<file path="src/rtl/div_unit.sv">
// Iterative radix-2 restoring divider for MIPS DIV/DIVU in the EX stage.
// Stalls the upstream pipeline while a divide is in flight and delivers LO (quotient) / HI (remainder).
module div_unit #(
  parameter int WIDTH = 32
) (
  input  logic             clk,
  input  logic             reset,
  input  logic             start,
  input  logic             signed_div,
  input  logic             cancel,
  input  logic [WIDTH-1:0] a,
  input  logic [WIDTH-1:0] b,
  output logic             stall,
  output logic             ready,
  output logic [WIDTH-1:0] lo,
  output logic [WIDTH-1:0] hi
);

  localparam int CW = (WIDTH > 1) ? $clog2(WIDTH) : 1;

  typedef enum logic [1:0] {IDLE, BUSY, DONE} state_t;

  state_t           state;
  state_t           state_next;
  logic [WIDTH-1:0] rem;
  logic [WIDTH-1:0] quo;
  logic [WIDTH-1:0] divisor;
  logic [CW-1:0]    counter;
  logic             q_neg;
  logic             r_neg;

  logic             can_accept;
  logic             div_zero;
  logic             last_step;
  logic             no_borrow;
  logic [WIDTH:0]   rem_shift;
  logic [WIDTH:0]   trial;
  logic [WIDTH-1:0] quo_shift;
  logic [WIDTH-1:0] rem_next;
  logic [WIDTH-1:0] abs_a;
  logic [WIDTH-1:0] abs_b;
  logic [WIDTH-1:0] quo_final;
  logic [WIDTH-1:0] rem_final;

  assign can_accept = ((state == IDLE) || (state == DONE)) && start && !cancel;
  assign div_zero   = (b == '0);
  assign last_step  = (counter == CW'(WIDTH - 1));
  assign stall      = (can_accept && !div_zero) || ((state == BUSY) && !cancel);

  assign abs_a = (signed_div && a[WIDTH-1]) ? -a : a;
  assign abs_b = (signed_div && b[WIDTH-1]) ? -b : b;

  // A set shifted-out MSB means the partial remainder already exceeds any WIDTH-bit divisor.
  assign rem_shift = {rem, quo[WIDTH-1]};
  assign trial     = {1'b0, rem_shift[WIDTH-1:0]} - {1'b0, divisor};
  assign no_borrow = rem_shift[WIDTH] || !trial[WIDTH];
  assign quo_shift = {quo[WIDTH-2:0], no_borrow};
  assign rem_next  = no_borrow ? trial[WIDTH-1:0] : rem_shift[WIDTH-1:0];
  assign quo_final = q_neg ? -quo_shift : quo_shift;
  assign rem_final = r_neg ? -rem_next : rem_next;

  always_ff @(posedge clk or negedge reset) begin
    if (!reset) begin
      state <= IDLE;
    end else begin
      state <= state_next;
    end
  end

  always_comb begin
    state_next = state;
    if (cancel) begin
      state_next = IDLE;
    end else begin
      case (state)
        IDLE, DONE: begin
          if (start) begin
            state_next = div_zero ? DONE : BUSY;
          end else begin
            state_next = IDLE;
          end
        end
        BUSY: begin
          if (last_step) begin
            state_next = DONE;
          end
        end
        default: state_next = IDLE;
      endcase
    end
  end

  always_ff @(posedge clk or negedge reset) begin
    if (!reset) begin
      ready   <= 1'b0;
      lo      <= '0;
      hi      <= '0;
      rem     <= '0;
      quo     <= '0;
      divisor <= '0;
      counter <= '0;
      q_neg   <= 1'b0;
      r_neg   <= 1'b0;
    end else begin
      ready <= 1'b0;
      if (cancel) begin
        counter <= '0;
      end else begin
        case (state)
          IDLE, DONE: begin
            if (start) begin
              counter <= '0;
              if (div_zero) begin
                hi    <= a;
                lo    <= '1;
                ready <= 1'b1;
              end else begin
                rem     <= '0;
                quo     <= abs_a;
                divisor <= abs_b;
                q_neg   <= signed_div && (a[WIDTH-1] ^ b[WIDTH-1]);
                r_neg   <= signed_div && a[WIDTH-1];
              end
            end
          end
          BUSY: begin
            rem     <= rem_next;
            quo     <= quo_shift;
            counter <= counter + CW'(1);
            if (last_step) begin
              lo      <= quo_final;
              hi      <= rem_final;
              ready   <= 1'b1;
              counter <= '0;
            end
          end
          default: ;
        endcase
      end
    end
  end

endmodule

</file>
<file path="config.mk">
export PLATFORM = sky130hd
export DESIGN_NAME = div_unit
export DESIGN_NICKNAME = d
export VERILOG_FILES = /design/src/rtl/div_unit.sv
export SDC_FILE = /design/constraint.sdc
export NUM_CORES = 1
export LEC_CHECK = 0
export CAP_MARGIN = 5
export CORE_ASPECT_RATIO = 0.9
export CORE_MARGIN = 2
export CORE_UTILIZATION = 40
export DETAILED_ROUTE_END_ITERATION = 8
export PLACE_DENSITY_LB_ADDON = 0.15
export SLEW_MARGIN = 0
export SYNTH_ARGS = -nofsm -noshare
export SYNTH_HDL_FRONTEND = slang
export SYNTH_SLANG_ARGS = --single-unit
</file>
<file path="constraint.sdc">
create_clock -name clk -period 6.2 [get_ports clk]
set_input_delay 1.24 -clock clk [delete_from_list [all_inputs] [get_ports clk]]
set_output_delay 1.24 -clock clk [all_outputs]
set_load 0.01 [all_outputs]
</file>
Word-level counts from Yosys, hierarchy flattened
Index checks and enable logic that the tools add are counted.
{"block": "word_totals", "out_inout_bits": 66, "wordCells": 83, "regBits": 170}
{"block": "classes", "n_reduce_logical": 22, "eq_ne": 9, "bitwise_logic": 3, "muxes": 33, "add_sub_neg": 6}
{"op": "$mux W32", "count": 15}
{"op": "$pmux W32 S2", "count": 4}
{"op": "$neg A32 Y32", "count": 4}
{"op": "$sub A32 B32 Y33", "count": 1}
{"op": "$logic_not A32 Y1", "count": 1}
{"op": "$mux W5", "count": 3}
{"op": "$pmux W5 S2", "count": 1}
{"op": "$mux W2", "count": 4}
{"op": "$ne A2 B2 Y1 const B", "count": 4}
{"op": "$reduce_and A4 Y1", "count": 2}
{"op": "$logic_and A1 B1 Y1", "count": 7}
{"op": "$ne A3 B3 Y1 const B", "count": 2}
{"op": "$add A5 B1 Y5 const B", "count": 1}
{"op": "$eq A5 B5 Y1 const B", "count": 1}
{"op": "$reduce_and A5 Y1", "count": 1}
{"op": "$mux W1", "count": 4}
{"op": "$pmux W2 S2", "count": 1}
{"op": "$logic_not A1 Y1", "count": 3}
{"op": "$logic_or A1 B1 Y1", "count": 3}
{"op": "$reduce_bool A3 Y1", "count": 1}
{"op": "$eq A2 B1 Y1 const B", "count": 1}
{"op": "$eq A2 B2 Y1 const B", "count": 1}
{"op": "$logic_not A2 Y1", "count": 1}
{"op": "$not A1 Y1", "count": 2}
{"op": "5 further kinds", "count": 5}

Depth between registers and ports, before layout
{"block": "depth", "word_depth": 8, "mapped_depth": 23, "depth_no_buf": 19}

Worst setup path after synthesis
Ideal clock, no wire load.
{"block": "synth_path", "kind": "flip-flop to flip-flop", "from": "register quo[31]", "to": "register hi[20]", "setup_ps": 69, "stages_incl_launch_ff": 24, "n_path_buf": 4, "arrival_ps": 5353, "path_slack_ps": 778, "t_required_ps": 6131, "path_cell_list": "dfrtp_1 inv_1 ha_1 fa_1 nor2b_4 o31a_4 o31ai_4 o21a_4 o21ai_4 clkbuf_1 buf_2 buf_2 buf_1 nand2_1 o21ai_0 ha_1 nand2b_1 a2111oi_0 a31oi_1 or3_1 or4b_1 a2111oi_0 a31oi_1 nand3_1"}
{"block": "synth_between", "elab_chain_cells": 8}
{"item": "start, declared", "line": "26", "text": "logic [WIDTH-1:0] quo;"}
{"item": "start signal, assigned", "line": "119", "text": "quo <= abs_a;"}
{"item": "start signal, assigned", "line": "128", "text": "quo <= quo_shift;"}
{"item": "$sub A32 B32 Y33", "line": "55", "text": "assign trial = {1'b0, rem_shift[WIDTH-1:0]} - {1'b0, divisor};"}
{"item": "$logic_not A1 Y1", "line": "56", "text": "assign no_borrow = rem_shift[WIDTH] || !trial[WIDTH];"}
{"item": "$logic_or A1 B1 Y1", "line": "56"}
{"item": "$mux W32 *", "line": "58", "text": "assign rem_next = no_borrow ? trial[WIDTH-1:0] : rem_shift[WIDTH-1:0];"}
{"item": "$neg A32 Y32", "line": "60", "text": "assign rem_final = r_neg ? -rem_next : rem_next;"}
{"item": "$mux W32 *", "line": "60"}
{"item": "$mux W32 *", "line": "130", "text": "if (last_step) begin"}
{"item": "$pmux W32 S2 *", "line": "109", "text": "case (state)"}
{"item": "end signal, assigned", "line": "132", "text": "hi <= rem_final;"}
{"item": "end, declared", "line": "16", "text": "output logic [WIDTH-1:0] hi"}
Mark *: on every way between the ends. The rest lies on a longest branch, timed or not. The select of a mux whose other input is x is not followed.
A chain may end at the register's enable or synchronous reset.

Worst setup path after layout
{"block": "layout_path", "from": "input b[17]", "to": "output stall"}
{"block": "layout_between", "elab_chain_cells": 4}
{"item": "start, declared", "line": "12", "text": "input logic [WIDTH-1:0] b,"}
{"item": "$logic_not A32 Y1", "line": "46", "text": "assign div_zero = (b == '0);"}
{"item": "$logic_not A1 Y1", "line": "48", "text": "assign stall = (can_accept && !div_zero) || ((state == BUSY) && !cancel);"}
{"item": "$logic_and A1 B1 Y1", "line": "48"}
{"item": "$logic_or A1 B1 Y1", "line": "48"}
{"item": "end, declared", "line": "13", "text": "output logic stall,"}
No other way between the ends.

==> results.sh <==
export IMPL_synth_seq_area_share_pct=35.12
export IMPL_post_route_cell_area_um2=14380
export IMPL_r2r_start="rem[24]"
export IMPL_hold_viol=0
export IMPL_totalWireLength_um=35660
export IMPL_worstPathMaxFanout=5
export IMPL_vias=11373
export IMPL_drt_initial_drc_count=1046
export IMPL_worstHoldPathType="flop to flop"
export IMPL_cts_buffer_depth=2
export IMPL_reg2reg_depth=16
export IMPL_drc=0
export IMPL_cts_made_buffers=17
export IMPL_slew_headroom_pct=26.15
export IMPL_finalNonFillerCells=2026
export IMPL_tns_ns=0
export IMPL_syn_cell_area_um2=12110
export IMPL_portBuffers=134
export IMPL_ios=135
export IMPL_cts_hold_buf=0
export IMPL_viasPerCell=5.614
export IMPL_post_cts_buffers=0
export IMPL_r2r_end="hi[20]"
export IMPL_fill_cells=2999
export IMPL_hp_start="counter[3]"
export IMPL_holdPathEnd="counter[3]"
export IMPL_antenna_found_initial=0
export IMPL_post_cts_resized=0
export IMPL_setup_worst_path_start="b[17]"
export IMPL_htreeDepth=4
export IMPL_peakVddDrop_uv=267.3
export IMPL_synth_fp_nets=1633
export IMPL_arrival_ns=4.19
export IMPL_cts_root_buf="clkbuf_16"
export IMPL_die_area_um2=31700
export IMPL_final_nets=1718
export IMPL_p_leak_uw=0.006068
export IMPL_synthArstFlopShare_pct=100.0
export IMPL_status="finished clean"
export IMPL_pre_cts_ws_ns=0.8056
export IMPL_fp_dieW_um=187.4
export IMPL_rsz0062_at_grt="no"
export IMPL_layout_drive_gt1_share_pct=4.929
export IMPL_first_pass_iters=6
export IMPL_yosysWarnings=0
export IMPL_drt_wirelength_per_cell_um=17.60
export IMPL_holdPathStages=1
export IMPL_start_util_pct=40.54
export IMPL_ys_flop_type="dfrtp_1"
export IMPL_place_congestion=0.8611
export IMPL_cap_violations=0
export IMPL_end_kind="output pin"
export IMPL_tightest_slew_ns=1.108
export IMPL_placementRows=60
export IMPL_critPathRequiredTime_ns=4.96
export IMPL_crit_slowest_cell="clkdlybuf4s50_1"
export IMPL_core_um2=29880
export IMPL_syn_instance_count=1525
export IMPL_syn_to_final_growth_pct=18.69
export IMPL_reg2reg_slack_ns=0.88
export IMPL_antenna_cells=0
export IMPL_cts_tree="yes"
export IMPL_placed_cells=1994
export IMPL_synth_seq_cells=170
export IMPL_power_density_nw_per_um2=395.4
export IMPL_path_cells="clkdlybuf4s50_1 -> or3_1 -> or3_1 -> or4_1 -> nor3_1 -> buf_4 -> a21boi_4 -> nor2_4 -> inv_1 -> clkdlybuf4s50_1"
export IMPL_clk_pin_slew_worst_paths_ns=0.07
export IMPL_hpwlAfterDp_um=26250
export IMPL_cts_sinks=170
export IMPL_finalClockSkew_ns=0.008444
export IMPL_fin_ws_ns=0.7734
export IMPL_setup_violations=0
export IMPL_post_route_min_period_ns=5.427
export IMPL_avgSynthCellArea_um2=7.944
export IMPL_synth_distinct_cells=80
export IMPL_worst_setup_path_type="primary input to output pin"
export IMPL_die_y_um=169.1
export IMPL_synth_edff_count=0
export IMPL_max_freq_mhz=184.3
export IMPL_gr_total_overflow=0
export IMPL_max_stage_delay_ns=0.52
export IMPL_crit_path_start_kind="primary input"
export IMPL_track_usage_pct=22.90
export IMPL_grt_pass1_wl_um=58970
export IMPL_placed_area_um2=13800
export IMPL_clk_latency_ns=0.44
export IMPL_grt_max_degree=106
export IMPL_grt_pass1_vias=11182
export IMPL_slew_violations=0
export IMPL_final_antenna_net_count=0
export IMPL_period_share_pct=87.53
worst max-delay path by stage:
stage / slack, ns / cells past startpoint / end
floorplan: 0.78 / 23 / hi[20]
global placement: 0.83 / 10 / stall
detailed placement: 0.81 / 10 / stall
CTS: 0.79 / 10 / stall
global route: 0.33 / 16 / hi[20]
finish: 0.77 / 10 / stall
cell usage after synthesis (all sizes together) (14+ instances only):
cell type  instances  area [um2]
o21ai            154       782.0
inv               61       229.0
clkbuf            71       266.5
and3              15       93.84
a31oi             37       231.5
xor2              69       604.3
a21oi            149       749.5
o22ai             31       193.9
nand2            197       739.5
mux2i             17       170.2
or3               26       162.7
xnor2             50       437.9
nor3              26       135.1
nand3             29       150.1
o31ai             24       193.9
or4               14       112.6
nor2             149       559.3
dfrtp            170        4254
and2              14       87.58
nand2b            14       87.58
ha                38       475.5
final cells by class:
class / instances / area (um2) / area share, %
inverters: 61 / 229.0 / 1.592
repair buffers: 150 / 1475 / 10.26
clock inverters: 13 / 143.9 / 1.001
flip-flops and latches: 170 / 4254 / 29.59
clock buffers: 19 / 432.9 / 3.011
multi-input cells: 1210 / 7340 / 51.04
well taps: 403 / 504.2 / 3.507
critical path, delay by kind of cell:
family / cells / cell delay (ns)
compound gates: 1 / 0.08
buf+inv: 4 / 1.29
simple gates: 5 / 1.56
routing by layer:
layer	up-vias	routed length, um	global-route usage (%)
met1	5496	16810	31.19
met2	240	16900	38.45
met4	0	471	5.204
met3	31	1479	3.608
met5	-	0	0
li1	5606	-	-
cell families after synthesis:
kind of cell	after synthesis	share of synthesized area (%)
and+or+nand+nor	535	20.54
AOI/OAI and AO/OA	493	25.01
DFF	170	35.12
buffers and inverters	145	4.586
xor gates and xnor gates	119	8.604
adders and majority gates	39	4.090
muxes	24	2.055
flip-flops by register name, indices dropped and copies added (netlist names):
signal	cells
quo	32
ready	1
rem	32
lo	32
divisor	32
q_neg	1
hi	32
state	2
r_neg	1
counter	5
report_power, final:
group          internal (uW)  leakage (uW)  switching [uW]
sequential              1280       0.00225             218
combinational           1160       0.00355            1940
clock                    598      0.000271             492
total                   3040       0.00607            2650
metrics by stage:
step | utilization (%) | hold slack [ns] | total power, uW
after detailed placement | 46.19 | 0.4698 | 4562
after CTS | 48.12 | 0.4871 | 5676
after global placement | 46.19 | 0.4610 | 4539
after floorplan | - | 0.4403 | 3788
final | 48.12 | 0.4883 | 5685
after global routing | 48.12 | 0.4952 | 6146
placed cells by master, fill, tap and decap left out, types with 13 or more instances in the layout:
cell,Yosys,layout
mux2i_1,17,17
nand2b_1,14,13
clkbuf_16,0,17
buf_4,1,15
nand3_1,28,28
xor2_1,69,69
o22ai_1,31,31
and3_1,15,15
nor3_1,25,25
o31ai_1,23,23
or3_1,26,26
dfrtp_1,170,170
a21o_1,13,13
inv_1,59,58
o21ai_0,151,151
xnor2_1,50,50
nor2_1,149,148
a21oi_1,148,148
nand2_1,197,197
ha_1,38,38
clkdlybuf4s50_1,0,133
a31oi_1,37,36
No activity file was read; power rests on OpenSTA's default activity.
